**src/rtl/step_counter_pkg.sv**
```systemverilog
// rtl/step_counter_pkg.sv - shared mode encoding for step_counter
//
// Purpose : increment-pattern encoding shared by the counter, its
//           next-value logic and its interface.
// Contents: mode_t (2-bit mode), MODE_UNIT, MODE_STEP, MODE_WARMUP.
//           Encoding 3 is reserved and treated like MODE_UNIT.
package step_counter_pkg;

  typedef logic [1:0] mode_t;

  localparam mode_t MODE_UNIT   = 2'd0;
  localparam mode_t MODE_STEP   = 2'd1;
  localparam mode_t MODE_WARMUP = 2'd2;

endpackage

```
**src/rtl/step_counter_if.sv**
```systemverilog
// rtl/step_counter_if.sv - control/status bundle for step_counter
//
// Purpose : groups the counter controls and status outputs.
// Signals : en, load, load_val[WIDTH], limit[WIDTH], mode, dir  (master -> slave)
//           cnt[WIDTH], wrap, at_limit                        (slave -> master)
// Modports: master (controller side), slave (counter side).
interface step_counter_if #(
  parameter int WIDTH = 4
);
  import step_counter_pkg::*;

  logic             en;
  logic             load;
  logic [WIDTH-1:0] load_val;
  logic [WIDTH-1:0] limit;
  mode_t            mode;
  logic             dir;
  logic [WIDTH-1:0] cnt;
  logic             wrap;
  logic             at_limit;

  modport master (
    output en, load, load_val, limit, mode, dir,
    input  cnt, wrap, at_limit
  );

  modport slave (
    input  en, load, load_val, limit, mode, dir,
    output cnt, wrap, at_limit
  );

endinterface

```
**src/rtl/step_counter_next.sv**
```systemverilog
// rtl/step_counter_next.sv - combinational next count and wrap for step_counter
//
// Purpose : computes the value cnt takes on an enabled edge and whether
//           that edge is a wrap-around.
// Ports   : cnt_i    current count
//           limit_i  terminal value
//           mode_i   increment pattern
//           dir_i    0 = up, 1 = down (used only with STEP_COUNTER_DOWN_EN)
//           cnt_d_o  next count
//           wrap_d_o next wrap pulse
// Macro   : STEP_COUNTER_DOWN_EN builds the down-count path.
module step_counter_next
  import step_counter_pkg::*;
#(
  parameter int WIDTH = 4,
  parameter int STEP  = 2
) (
  input  logic [WIDTH-1:0] cnt_i,
  input  logic [WIDTH-1:0] limit_i,
  input  mode_t            mode_i,
  input  logic             dir_i,
  output logic [WIDTH-1:0] cnt_d_o,
  output logic             wrap_d_o
);

  localparam logic [WIDTH:0] STEP_W = (WIDTH+1)'(STEP);
  localparam logic [WIDTH:0] ONE_W  = (WIDTH+1)'(1);
  localparam logic [WIDTH:0] TWO_W  = (WIDTH+1)'(2);

  // One extra bit so cnt + inc cannot overflow before the limit compare.
  logic [WIDTH:0]   cnt_w;
  logic [WIDTH:0]   limit_w;
  logic [WIDTH:0]   inc_up;
  logic [WIDTH:0]   sum_up;
  logic [WIDTH-1:0] up_cnt;
  logic             up_wrap;

  assign cnt_w   = {1'b0, cnt_i};
  assign limit_w = {1'b0, limit_i};

  // Warm-up pattern takes two +1 steps (0->1->2) before switching to STEP.
  always_comb begin
    inc_up = ONE_W;
    if (mode_i == MODE_STEP || (mode_i == MODE_WARMUP && cnt_w >= TWO_W)) begin
      inc_up = STEP_W;
    end
  end

  assign sum_up = cnt_w + inc_up;

  // Overshoot clamps to limit so the terminal value is always visited.
  always_comb begin
    up_cnt  = '0;
    up_wrap = 1'b0;
    if (cnt_i >= limit_i) begin
      up_cnt  = '0;
      up_wrap = 1'b1;
    end else if (sum_up > limit_w) begin
      up_cnt = limit_i;
    end else begin
      up_cnt = sum_up[WIDTH-1:0];
    end
  end

`ifdef STEP_COUNTER_DOWN_EN
  logic [WIDTH:0]   inc_dn;
  logic [WIDTH:0]   diff_dn;
  logic [WIDTH-1:0] dn_cnt;
  logic             dn_wrap;

  // Warm-up has no meaning going down; it uses the large step.
  assign inc_dn  = (mode_i == MODE_STEP || mode_i == MODE_WARMUP) ? STEP_W : ONE_W;
  assign diff_dn = cnt_w - inc_dn;

  // Counts above limit (e.g. after a load) re-enter at limit, like a wrap.
  always_comb begin
    dn_cnt  = '0;
    dn_wrap = 1'b0;
    if (cnt_i == '0 || cnt_i > limit_i) begin
      dn_cnt  = limit_i;
      dn_wrap = 1'b1;
    end else if (cnt_w <= inc_dn) begin
      dn_cnt = '0;
    end else begin
      dn_cnt = diff_dn[WIDTH-1:0];
    end
  end

  assign cnt_d_o  = dir_i ? dn_cnt  : up_cnt;
  assign wrap_d_o = dir_i ? dn_wrap : up_wrap;
`else
  logic unused_dir;
  assign unused_dir = dir_i;

  assign cnt_d_o  = up_cnt;
  assign wrap_d_o = up_wrap;
`endif

endmodule

```
**src/rtl/step_counter.sv**
```systemverilog
// rtl/step_counter.sv - programmable-sequence counter with wrap pulse
//
// Purpose : counts 0..limit with a selectable increment pattern, supports
//           synchronous load, enable gating and a registered wrap pulse.
// Ports   : clk    rising-edge clock
//           reset  synchronous, active-high, highest priority
//           bus    step_counter_if.slave (en, load, load_val, limit, mode,
//                  dir in; cnt, wrap, at_limit out)
// Macro   : STEP_COUNTER_DOWN_EN enables the down direction via bus.dir.
module step_counter
  import step_counter_pkg::*;
#(
  parameter int WIDTH = 4,
  parameter int STEP  = 2
) (
  input  logic           clk,
  input  logic           reset,
  step_counter_if.slave  bus
);

  logic [WIDTH-1:0] cnt_q;
  logic             wrap_q;
  logic [WIDTH-1:0] cnt_d;
  logic             wrap_d;

  step_counter_next #(
    .WIDTH (WIDTH),
    .STEP  (STEP)
  ) u_next (
    .cnt_i    (cnt_q),
    .limit_i  (bus.limit),
    .mode_i   (bus.mode),
    .dir_i    (bus.dir),
    .cnt_d_o  (cnt_d),
    .wrap_d_o (wrap_d)
  );

  // COUNT/TERMINAL state lives in cnt_q itself; priority reset > load > en > hold.
  always_ff @(posedge clk) begin
    if (reset) begin
      cnt_q  <= '0;
      wrap_q <= 1'b0;
    end else if (bus.load) begin
      cnt_q  <= bus.load_val;
      wrap_q <= 1'b0;
    end else if (bus.en) begin
      cnt_q  <= cnt_d;
      wrap_q <= wrap_d;
    end else begin
      wrap_q <= 1'b0;
    end
  end

  assign bus.cnt      = cnt_q;
  assign bus.wrap     = wrap_q;
  assign bus.at_limit = (cnt_q == bus.limit);

endmodule

```
**src/flat_wrapper.sv**
```systemverilog
// flat-port wrapper written by rule: the top's interface ports become plain ports
module step_counter_flat import step_counter_pkg::*;
#(
  parameter int WIDTH = 4,
  parameter int STEP  = 2
)
  (clk, reset, bus_en, bus_load, bus_load_val, bus_limit, bus_mode, bus_dir, bus_cnt, bus_wrap, bus_at_limit);
  step_counter_if #(.WIDTH(WIDTH)) bus_i ();
  input  logic clk;
  input  logic reset;
  input wire logic [$bits(bus_i.en)-1:0] bus_en;
  input wire logic [$bits(bus_i.load)-1:0] bus_load;
  input wire logic [$bits(bus_i.load_val)-1:0] bus_load_val;
  input wire logic [$bits(bus_i.limit)-1:0] bus_limit;
  input wire logic [$bits(bus_i.mode)-1:0] bus_mode;
  input wire logic [$bits(bus_i.dir)-1:0] bus_dir;
  output wire logic [$bits(bus_i.cnt)-1:0] bus_cnt;
  output wire logic [$bits(bus_i.wrap)-1:0] bus_wrap;
  output wire logic [$bits(bus_i.at_limit)-1:0] bus_at_limit;
  assign bus_i.en = bus_en;
  assign bus_i.load = bus_load;
  assign bus_i.load_val = bus_load_val;
  assign bus_i.limit = bus_limit;
  assign bus_i.mode = bus_mode;
  assign bus_i.dir = bus_dir;
  assign bus_cnt = bus_i.cnt;
  assign bus_wrap = bus_i.wrap;
  assign bus_at_limit = bus_i.at_limit;
  step_counter #(.WIDTH(WIDTH), .STEP(STEP)) u_core (.clk(clk), .reset(reset), .bus(bus_i));
endmodule
```
**config.mk**
```make
export PLATFORM = sky130hd
export DESIGN_NAME = step_counter_flat
export DESIGN_NICKNAME = d
export VERILOG_FILES = /design/src/rtl/step_counter_pkg.sv /design/src/rtl/step_counter_if.sv /design/src/rtl/step_counter_next.sv /design/src/rtl/step_counter.sv /design/src/flat_wrapper.sv
export SDC_FILE = /design/constraint.sdc
export NUM_CORES = 1
export LEC_CHECK = 0
export BUFFER_PORTS_ARGS = -buffer_cell sky130_fd_sc_hd__buf_2
export CORE_ASPECT_RATIO = 1.4
export CORE_MARGIN = 3
export CORE_UTILIZATION = 30
export CTS_CLUSTER_DIAMETER = 80
export DETAILED_ROUTE_END_ITERATION = 16
export GPL_TIMING_DRIVEN = 1
export HOLD_SLACK_MARGIN = 0.02
export SYNTH_ARGS = -nofsm -noshare
export SYNTH_HDL_FRONTEND = slang
export SYNTH_SLANG_ARGS = --single-unit
```
**constraint.sdc**
```tcl
create_clock -name clk -period 5.5 [get_ports clk]
set_input_delay 0.55 -clock clk [delete_from_list [all_inputs] [get_ports clk]]
set_output_delay 0.55 -clock clk [all_outputs]
set_load 0.02 [all_outputs]
```
Yosys cells after proc, flatten, opt, wreduce, memory -nomap -nowiden
Cells that the tools add are included.
Widths: inputs -> output; s select.
Word-level totals
  bits in registers: 5
  output and inout bits: 6
Operators by class
  $add $sub $neg: 1
  order comparisons: 3
  equality and inequality tests: 3
  multiplexer cells: 6
  bitwise gates (word level): 1
  reduce and logical (&&, ||, !) cells: 4
Operators by type and width (number)
  $mux 4: 4
  $add 4x5->5: 1
  $gt 5x4->1: 1
  $eq 4x4->1: 1
  $ge 4x2->1 const B: 1
  $ge 4x4->1: 1
  $reduce_or 3->1: 1
  $eq 2x1->1 const B: 1
  $eq 2x2->1 const B: 1
  $mux 2: 1
  $reduce_bool 2->1: 1
  $logic_and 1x1->1: 1
  $logic_or 1x1->1: 1
  $mux 1: 1
  $not 1->1: 1

Depth between registers and ports, before layout
Gate-level depths: netlist of run 1.
  depth after elaboration: 10
  gate-level depth with buffers: 14

Cells and area by module
From an unflattened synthesis of run 1, not the netlist that was laid out.
Second synthesis, totals
  cells, all modules: 78
  area, all modules: 714.4 um2
Modules (own cells, without submodules)
  step_counter_next: instances 1, cells an instance 53, area an instance 452.9 um2, sequential area each 0.0 um2
  step_counter: instances 1, cells an instance 25, area an instance 261.5 um2, sequential area each 100.1 um2

Worst setup path before layout of run 1
No wires, ideal clock.
  path kind: register to register
  start point: register u_core.cnt_q[2], in the netlist u_core.bus.cnt[2]
  end point: register u_core.cnt_q[1], in the netlist u_core.bus.cnt[1]
  library setup time: 0.088 ns
  data arrival time: 2.830 ns
  slack: 2.582 ns
  cell stages (with the launch flop): 14
  path buffers: 0
  clock period less this slack: 2.918 ns
  cells stage by stage: dfxtp_1 > o311ai_0 > o21ai_0 > inv_1 > ha_1 > inv_1 > fa_1 > inv_1 > ha_1 > nor2b_1 > o211ai_1 > a31o_4 > a21o_1 > o32ai_2
On the way
  cells in the longest elaborated chain, start to end: 10
Ends and longest elaborated chain
  start: declaration: line step_counter.sv:21  | logic [WIDTH-1:0] cnt_q;
  start signal: assignment: line step_counter.sv:44  | cnt_q <= bus.load_val;
  start signal: assignment: line step_counter.sv:47  | cnt_q <= cnt_d;
  $ge 4x2->1: line step_counter_next.sv:44  | if (mode_i == MODE_STEP || (mode_i == MODE_WARMUP && cnt_w >= TWO_W)) begin
  $logic_and 1x1->1: line step_counter_next.sv:44
  $logic_or 1x1->1: line step_counter_next.sv:44
  $mux 2: line step_counter_next.sv:44
  $add 4x5->5: line step_counter_next.sv:49  | assign sum_up = cnt_w + inc_up;
  $gt 5x4->1: line step_counter_next.sv:58  | end else if (sum_up > limit_w) begin
  $mux 4: line step_counter_next.sv:58
  $mux 4 *: line step_counter_next.sv:55  | if (cnt_i >= limit_i) begin
  $mux 4 *: line step_counter.sv:46  | end else if (bus.en) begin
  $mux 4 *: line step_counter.sv:43  | end else if (bus.load) begin
Every way passes the cells marked *; elsewhere a longest branch is shown, timed or not. The select of a mux whose other input is x is not followed.
A chain may end at the register's enable or synchronous reset.

Worst setup path in the final report of run 1
  start point: register u_core.cnt_q[2], in the netlist u_core.bus.cnt[2]
  end point: register u_core.cnt_q[2], in the netlist u_core.bus.cnt[2]
Same word-level chain as after synthesis.

==> reports/qor.csv, run 1 <==
stage;metric;value;unit
power;Pwr per Cell Area;233;nW/um2
die;Boundary Pins;21;
die;num rows;18;
die;CORE AREA;1870;um2
worst_setup_path;r2r worst-path depth;13;
synthesis;area share of the largest cell type after synthesis;20.0;%
worst_setup_path;required time of the critical path;5.63;ns
sta;Slew Viols, Final;0;
synthesis;Seq/Total Area, Yosys;16.0;%
global_routing;overall routing resource usage;13.1;%
placement;count of buffers from port buffering;19;
cts;# hold bufs at CTS;0;
routing;drt total wl;1510;um
worst_setup_path;reg-to-reg setup timing slack;2.37;ns
synthesis;top post-synthesis cells by area;ha_1 20%, dfxtp_1 16%, inv_1 6.6%;
outcome;status;complete, no violations;
synthesis;Synthesis Warnings;0;
worst_setup_path;worst-path cell chain;o311ai_0, o21ai_0, inv_1, ha_1, inv_1, fa_1, inv_1, ha_1, nor2b_1, o211ai_1, a31o_4, mux2i_1, a21oi_1;
sta;Final Hold Vio Count;0;
cts;CTS resizes;0;
synthesis;EDFF count, synth;0;
routing;1st-pass router iterations;4;
placement;Final Wtd Congestion;0.750;
worst_setup_path;crit path buf inv count;3;
worst_setup_path;Max stage delay on crit path;0.53;ns
sta;Clock Skew;0.00359;ns
die;Starting Density;33.5;%
worst_setup_path;type of origin of the critical path;register;
worst_setup_path;Crit path top cell by count;inv_1;
sta;unrepaired setup endpoints after global routing;no;
sta;crit path time final;3.13;ns
worst_setup_path;Worst Setup Path Type;register to register;
worst_setup_path;CP max FO;7;
synthesis;Synth Instances;69;
worst_setup_path;slowest CP cell;fa_1;
finish;Layout area overhead;22.8;%
sta;Final Setup Violations;0;
sta;worst slew pin tran;0.352;ns
routing;first-iteration detailed-routing DRC count;8;
run;Max-Cap Viols;0;
global_routing;GR met1 Demand/Resource;14.3;%
worst_setup_path;delay-heaviest family, CP;compound AO/OA/AOI/OAI gates;
global_routing;vias in the first global route;595;
synthesis;Avg Inst Size Synth;9.08;um2
worst_setup_path;crit path capture type;register;
power;P_leak;0.404;nW
sta;setup slack after layout;2.37;ns
global_routing;largest net degree at the start of global routing;10;
synthesis;Async SR Flop Fraction;0;%
global_routing;met2 GRT Util;23.2;%
synthesis;Syn Nets;95;
cts;Clock Pin Slew Worst Setup and Hold Paths;0.04;ns
finish;# diodes;0;
global_routing;met3 global-route usage;0.904;%
routing;via count;572;
worst_setup_path;critical path arrival;3.26;ns
worst_hold_path;worst hold path class;input port to register;
routing;Remaining DRCs;0;
power;Max VDD drop;0.112;mV
sta;fmax;0.319;GHz
finish;nets@finish;118;
placement;pre-CTS setup slack;2.32;ns
die;Die Height;60.1;um
worst_setup_path;r2r endpoint;u_core.bus.cnt[2];
global_routing;first-pass GRT wire length;2520;um
global_routing;GRT Max-Usage Layer;met2;
routing;post-route ant nets;0;
routing;Via density;5.15;
placement;post-DP HPWL;1290;um
finish;layout cells sized above 1;31.9;%
global_routing;global route overflow;0;
cts;Num CTS Buffers;3;
worst_hold_path;HP Start;reset;
worst_setup_path;timing endpoint of the critical path;u_core.bus.cnt[2];
global_routing;antenna violations before repair;0;
die;Die ar.;2680;um2
synthesis;Main synth FF type;dfxtp_1;
sta;Fin Setup TNS;0;ns
synthesis;Synth area leader;ha_1;
sta;period utilization;57.0;%
cts;H-tree depth;1;
cts;Post-CTS Setup Bufs;0;
sta;relative slew slack;76.5;%
cts;CTS tree;yes;
synthesis;synth unique cells;30;
worst_setup_path;Worst Setup SP;u_core.bus.cnt[2];
routing;DR WL/cell;13.6;um
cts;Root Driver;clkbuf_4;
worst_setup_path;Crit path depth;13;
cts;clock sinks;5;
cts;clock tree buffer depth;2;
synthesis;Cell Area, Synth;627;um2
synthesis;register bit total from synthesis;5;
cts;worst-skew pair later-pin latency;0.25;ns
worst_setup_path;origin of the critical flop-to-flop path;u_core.bus.cnt[2];
die;DIE WIDTH;44.6;um
-- routing by layer --
metal	wire [um]	vias to the layer above	share of wire, %
met5	0	-	0
met1	609	262	40
met2	800	12	53
met3	58	5	3.8
met4	42	0	2.8
li1	-	293	-
-- synth_stat cells, types with 2 or more instances --
| cell | count |
|---|---|
| inv_1 | 11 |
| ha_1 | 10 |
| a21oi_1 | 7 |
| dfxtp_1 | 5 |
| a21o_1 | 3 |
| mux2i_1 | 3 |
| nor2_1 | 2 |
| nor2b_1 | 2 |
| nor3_1 | 2 |
| nor3b_1 | 2 |
| o211ai_1 | 2 |
| xnor2_1 | 2 |
-- layout by cell type, fill, tap and decap left out --
cell,count
nand4_1,1
nor4b_1,1
nand3b_2,1
o21a_1,1
fa_1,1
and4_1,1
inv_1,11
nor3_1,2
a31o_4,1
clkbuf_4,3
a21o_1,3
nor2b_1,2
a21boi_1,1
o211ai_1,2
a21oi_1,7
nor2_1,2
o22ai_1,1
nor2b_4,1
buf_2,19
xnor2_1,2
ha_1,10
nand2b_4,1
nand2_1,1
o21ai_2,1
clkbuf_1,1
nor3b_1,2
o21ai_0,1
a2111oi_4,1
o32ai_2,1
o311ai_0,1
mux2i_1,3
dfxtp_1,5
-- area by class of cell --
cell class                      instances  area, um2
Inverter                               11       41.3
Fill cell                             209       1100
Multi-Input combinational cell         52        482
Sequential cell                         5        100
Clock buffer                            4       26.3
Tap cell                               20       25.0
Timing Repair Buffer                   19       95.1
-- power breakdown --
part,internal (mW),leakage [nW],switching [mW]
Combinational,0.0433,0.348,0.0473
Sequential,0.0397,0.0410,0.00492
Clock,0.0275,0.0150,0.0164
-- state kept, by name, indices dropped and copies added (netlist names) --
name             cells
u_core.bus.cnt       4
u_core.bus.wrap      1
-- worst min-delay path by stage --
stage / slack [ns] / cells past startpoint / to
after floorplan: 0.63 / 1 / u_core.bus.wrap
after global placement: 0.76 / 4 / u_core.bus.cnt[0]
after detailed placement: 0.76 / 4 / u_core.bus.cnt[0]
after CTS: 0.57 / 2 / u_core.bus.wrap
after global routing: 0.60 / 2 / u_core.bus.wrap
final: 0.57 / 2 / u_core.bus.wrap
-- logic make-up after synthesis --
family	after synthesis	synth area share, %
AO/OA/AOI/OAI	21	28.3
flip-flops	5	16.0
XOR/XNOR	2	2.79
adder cells (fa/ha/maj)	11	23.2
buffers and inverters	12	7.19
multiplexers	3	4.79
AND/OR/NAND/NOR	15	17.8
-- stage by stage --
stage	instance area (um2)	hold slack (ns)	total power, mW	util, %	std cells
after detailed placement	743	0.760	0.137	39.8	107
after global placement	743	0.755	0.135	39.8	107
after global routing	769	0.605	0.193	41.2	111
after CTS	769	0.569	0.182	41.2	111
final	769	0.573	0.179	41.2	111
after floorplan	627	0.627	0.113	-	69
Power figures use the tool's default switching activity.
==> run 2: changes to the inputs <==
==> constraint.sdc (replaced) <==
create_clock -name clk -period 2.6 [get_ports clk]
set_input_delay 0.26 -clock clk [delete_from_list [all_inputs] [get_ports clk]]
set_output_delay 0.26 -clock clk [all_outputs]
set_load 0.02 [all_outputs]
==> reports/qor.csv, run 2 (synthesized netlist as in run 1, its figures left out) <==
stage;metric;value;unit
die;num rows;18;
global_routing;global route overflow;0;
global_routing;largest net degree at the start of global routing;10;
finish;layout cells sized above 1;51.0;%
sta;worst slew pin tran;0.339;ns
routing;drt total wl;1660;um
power;P_leak;0.455;nW
finish;Util after Layout;48.2;%
cts;Root Driver;clkbuf_4;
cts;Clock Pin Slew Worst Setup and Hold Paths;0.05;ns
global_routing;antenna violations before repair;0;
cts;Num CTS Buffers;3;
power;Gate power share;59.7;%
finish;nets@finish;127;
sta;fmax;0.353;GHz
finish;most common cell after layout, fill and taps aside;buf_2;
routing;Remaining DRCs;0;
worst_setup_path;critical path arrival;2.99;ns
power;sequential fraction of design power;19.4;%
power;power share of the clock group;20.9;%
placement;count of buffers from port buffering;19;
cts;worst-skew pair later-pin latency;0.25;ns
power;Net Sw Power;0.169;mW
power;Max VDD drop;0.228;mV
cts;clock sinks;5;
cts;H-tree depth;1;
worst_setup_path;worst-path cell chain;o311ai_1, o21ai_1, inv_1, ha_2, inv_2, fa_2, inv_2, ha_4, nor2b_4, o211ai_1, a31o_4, a21o_1, o32ai_2;
worst_hold_path;HP Start;reset;
routing;via count;609;
placement;placed insts;114;
cts;CTS tree;yes;
cts;# hold bufs at CTS;0;
worst_setup_path;crit path capture type;register;
global_routing;overall routing resource usage;13.1;%
worst_setup_path;Max stage delay on crit path;0.54;ns
sta;Slew Viols, Final;0;
worst_setup_path;delay-heaviest family, CP;compound AO/OA/AOI/OAI gates;
sta;Final Setup Violations;4;
run;Max-Cap Viols;0;
finish;most frequent cells in the layout;19 x buf_2, 9 x inv_1, 9 x buf_4, 8 x ha_1, 6 x a21oi_1;
sta;Clock Skew;0.00267;ns
routing;post-route ant nets;0;
die;Die Height;60.1;um
worst_setup_path;Crit path top cell by count;inv_2;
die;Die ar.;2680;um2
placement;Final Wtd Congestion;0.806;
routing;first-iteration detailed-routing DRC count;11;
power;Int Pwr;0.285;mW
worst_setup_path;Worst Setup SP;u_core.bus.cnt[1];
sta;setup slack after layout;-0.235;ns
die;Starting Density;33.5;%
worst_setup_path;Worst Setup Path Type;register to register;
worst_hold_path;worst hold path class;input port to register;
outcome;failing checks;setup timing;
power;Pwr Total;0.455;mW
cts;clock tree buffer depth;2;
placement;pre-CTS setup slack;-0.326;ns
global_routing;vias in the first global route;598;
worst_setup_path;required time of the critical path;2.75;ns
finish;Layout area overhead;43.7;%
sta;crit path time final;2.83;ns
die;Boundary Pins;21;
routing;Via density;5.08;
worst_setup_path;slowest CP cell;fa_2;
outcome;status;complete, but fails checks;
die;CORE AREA;1870;um2
routing;1st-pass router iterations;4;
placement;post-DP HPWL;1340;um
sta;Final Hold Vio Count;0;
finish;max reg flops;4;
worst_setup_path;crit path buf inv count;3;
worst_setup_path;CP max FO;5;
global_routing;first-pass GRT wire length;2570;um
power;Pwr per Cell Area;505;nW/um2
sta;unrepaired setup endpoints after global routing;yes;
finish;Layout Cells excl Fill;120;
worst_setup_path;type of origin of the critical path;register;
sta;period utilization;109;%
finish;# diodes;0;
sta;relative slew slack;77.4;%
worst_setup_path;origin of the critical flop-to-flop path;u_core.bus.cnt[1];
power;Sw Share;37.2;%
routing;DR WL/cell;13.9;um
die;DIE WIDTH;44.6;um
-- run 2: changes by cell type in the layout (fill, tap and decap cells not counted), sizes merged --
cell and change:
buf +9
-- run 2: per-stage QoR --
step                hold WS, ns  TNS, ns  cell area, um2
floorplan                 0.337   -0.484             641
global placement          0.546   -0.967             810
detailed placement        0.546    -1.18             810
CTS                       0.281    -1.07             875
global route              0.310    -1.46             901
finish                    0.285   -0.916             901
-- run 2: area by class of cell --
cell class,count,area [um2]
Fill cell,188,968
Multi-Input combinational cell,52,534
Timing Repair Buffer,28,163
Sequential cell,5,111
Inverter,11,41.3
Clock buffer,4,26.3
Tap cell,20,25.0
-- run 2: worst paths after layout --
| path | end | depth (start not counted) | slack, ns |
|---|---|---|---|
| worst max-delay path | u_core.bus.cnt[1] | 13 | -0.23 |
| worst min-delay path | u_core.bus.wrap | 2 | 0.28 |
| worst max register to register | u_core.bus.cnt[1] | 13 | -0.23 |
| worst min register to register | u_core.bus.cnt[0] | 4 | 0.77 |
-- run 2: power by group through the flow --
| stage | clock network, mW | registers [mW] | logic, mW |
|---|---|---|---|
| after floorplan | 0 | 0.102 | 0.138 |
| after global placement | 0 | 0.0894 | 0.218 |
| after detailed placement | 0 | 0.0896 | 0.223 |
| after CTS | 0.0982 | 0.0882 | 0.254 |
| after global routing | 0.0979 | 0.0888 | 0.296 |
| final | 0.0949 | 0.0882 | 0.272 |
-- run 2: timing repair --
action	in CTS	in global routing
pin swaps	6	4
resized for setup	5	4
buffers inserted	1	1
setup endpoints to repair	4	4
-- run 2: layer usage --
metal	share of wire [%]	GRT usage (%)
met1	43	15.3
met2	51	23.4
met3	5.1	2.71
met4	1.1	3.88
met5	0	0
-- run 2: worst reg2reg max path: cells and delay by family (launching register included) --
| kind | cells | cell delay (ns) |
|---|---|---|
| compound gates | 6 | 1.12 |
| fa+ha+maj | 3 | 0.99 |
| buf+inv | 3 | 0.19 |
| simple gates | 1 | 0.12 |
| flops | 1 | 0.33 |
==> run 3: changes to the inputs <==
--- a/config.mk
+++ b/config.mk
@@ -5,13 +5,14 @@
 export SDC_FILE = /design/constraint.sdc
 export NUM_CORES = 1
 export LEC_CHECK = 0
+export ABC_AREA = 1
 export BUFFER_PORTS_ARGS = -buffer_cell sky130_fd_sc_hd__buf_2
 export CORE_ASPECT_RATIO = 1.4
 export CORE_MARGIN = 3
 export CORE_UTILIZATION = 30
 export CTS_CLUSTER_DIAMETER = 80
 export DETAILED_ROUTE_END_ITERATION = 16
-export GPL_TIMING_DRIVEN = 1
+export GPL_TIMING_DRIVEN = 0
 export HOLD_SLACK_MARGIN = 0.02
 export SYNTH_ARGS = -nofsm -noshare
 export SYNTH_HDL_FRONTEND = slang
==> reports/qor.csv, run 3 <==
stage;metric;value;unit
outcome;status;complete, but fails checks;
outcome;failing checks;setup timing;
sta;unrepaired setup endpoints after global routing;yes;
finish;number of fillers in the final layout;219;
finish;Reg area;111;um2
cts;H-tree depth;1;
sta;Final Setup Violations;2;
cts;# hold bufs at CTS;0;
worst_setup_path;critical path arrival;2.79;ns
cts;clock tree buffer depth;2;
finish;nets@finish;146;
die;CORE AREA;2000;um2
synthesis;Syn Nets;117;
power;P_leak;0.479;nW
placement;pre-CTS setup slack;-0.164;ns
sta;setup slack after layout;-0.0144;ns
worst_setup_path;slowest CP cell;fa_2;
cts;CTS tree;yes;
synthesis;most frequent cell after synthesis;inv_1;
worst_setup_path;worst-path cell chain;o311ai_2, o21a_1, ha_2, inv_2, fa_2, xnor2_2, ha_1, nand4_1, nand3_4, nand2_4, nand2_1, nand3_2, a21oi_2;
finish;layout cells sized above 1;50.4;%
die;Die ar.;2760;um2
routing;via count;673;
cts;clock sinks;5;
sta;Slew Viols, Final;0;
sta;fmax;0.382;GHz
placement;post-DP HPWL;1220;um
global_routing;first-pass GRT wire length;2430;um
worst_hold_path;worst hold path class;input port to register;
finish;# diodes;0;
worst_setup_path;type of origin of the critical path;register;
synthesis;Main synth FF type;dfxtp_1;
synthesis;Synth area leader;ha_1;
synthesis;synth unique cells;22;
worst_setup_path;CP max FO;5;
routing;DR WL/cell;11.1;um
finish;Layout area overhead;45.6;%
die;Boundary Pins;21;
sta;Clock Skew;0.00486;ns
synthesis;top post-synthesis cells by area;ha_1 19%, dfxtp_1 15%, inv_1 13%;
routing;Remaining DRCs;0;
worst_setup_path;crit path capture type;register;
sta;Fin Setup TNS;-0.0180;ns
routing;first-iteration detailed-routing DRC count;15;
sta;relative slew slack;83.2;%
die;DIE WIDTH;45.2;um
cts;Clock Pin Slew Worst Setup and Hold Paths;0.04;ns
worst_setup_path;Max stage delay on crit path;0.36;ns
power;Max VDD drop;0.414;mV
placement;Post-DP Area;776;um2
placement;count of buffers from port buffering;19;
synthesis;most frequent cells after synthesis;22 x inv_1, 14 x nand2_1, 10 x ha_1;
synthesis;Async SR Flop Fraction;0;%
synthesis;Synth Instances;91;
routing;drt total wl;1550;um
worst_setup_path;Worst Setup Path Type;register to register;
routing;Via density;4.81;
run;Max-Cap Viols;0;
global_routing;vias in the first global route;622;
cts;worst-skew pair later-pin latency;0.24;ns
sta;Final Hold Vio Count;0;
finish;most frequent cells in the layout;19 x inv_1, 19 x buf_2, 10 x nand2_1, 7 x nand2_2, 7 x ha_1;
sta;worst slew pin tran;0.251;ns
die;Starting Density;32.4;%
finish;max reg flops;4;
synthesis;Seq/Total Area, Yosys;15.5;%
cts;Root Driver;clkbuf_4;
synthesis;area share of the largest cell type after synthesis;19.3;%
power;Pwr per Cell Area;446;nW/um2
global_routing;overall routing resource usage;11.9;%
global_routing;largest net degree at the start of global routing;7;
sta;crit path time final;2.61;ns
routing;post-route ant nets;0;
synthesis;register bit total from synthesis;5;
worst_setup_path;required time of the critical path;2.77;ns
finish;Util after Layout;47.2;%
routing;1st-pass router iterations;4;
synthesis;Cell Area, Synth;647;um2
placement;Final Wtd Congestion;0.715;
synthesis;Avg Inst Size Synth;7.11;um2
global_routing;global route overflow;0;
synthesis;EDFF count, synth;0;
global_routing;antenna violations before repair;0;
finish;area of the multi-input gates;563;um2
die;Die Height;60.9;um
sta;period utilization;101;%
synthesis;Synthesis Warnings;0;
sta;final hold slack;0.234;ns
finish;Final Cell Area;942;um2
cts;Num CTS Buffers;3;
die;num rows;19;
==> run 3: power breakdown <==
group / internal (mW) / leakage (nW) / switching (mW)
logic: 0.100 / 0.421 / 0.141
registers: 0.0836 / 0.0431 / 0.00716
clock network: 0.0579 / 0.0150 / 0.0301
total: 0.242 / 0.479 / 0.178
==> run 3: final cells by class <==
cell class	count	area share (%)
Tap cell	21	2.79
Clock buffer	4	2.79
Inverter	22	8.76
Timing Repair Buffer	24	14.1
Sequential cell	5	11.8
Multi-Input combinational cell	64	59.8
==> run 3: repair_timing <==
| action | in CTS | in global routing |
|---|---|---|
| setup buffers | 4 | 1 |
| resized for setup | 16 | 9 |
| endpoints found under the setup margin | 4 | 4 |
| pin swaps | 7 | 5 |
| hold endpoints to repair | 0 | 0 |
==> run 3: layer usage <==
layer,routed length [um],track usage [%]
met3,58,3.56
met4,0,0
met5,0,0
met2,878,22.9
met1,614,13.5
==> run 3: cells by family after synthesis <==
logic type / synth area share (%)
buffers and inverters: 12.8
XOR/XNOR: 1.35
AND/OR/NAND/NOR: 32.5
AO/OA/AOI/OAI: 15.5
adder cells (fa/ha/maj): 22.4
flip-flops: 15.5
==> run 3: worst max-delay path, delay by kind of cell, from the launching register on <==
family	cells	cell delay, ns
compound gates	3	0.59
xor+xnor	1	0.16
fa+ha+maj	3	0.90
buf+inv	1	0.04
flops	1	0.33
simple gates	5	0.51
==> run 3: worst paths after layout <==
check	endpoint	slack [ns]	cells after the start	start
worst max-delay path	u_core.bus.cnt[2]	-0.01	13	u_core.bus.cnt[3]
worst min-delay path	u_core.bus.cnt[3]	0.23	2	reset
worst max register to register	u_core.bus.cnt[2]	-0.01	13	u_core.bus.cnt[3]
worst min register to register	u_core.bus.cnt[1]	0.63	2	u_core.bus.cnt[1]
==> run 3: metrics by stage <==
stage	power (mW)	std cells
floorplan	0.235	91
global placement	0.279	131
detailed placement	0.284	131
CTS	0.409	139
global route	0.456	140
finish	0.420	140
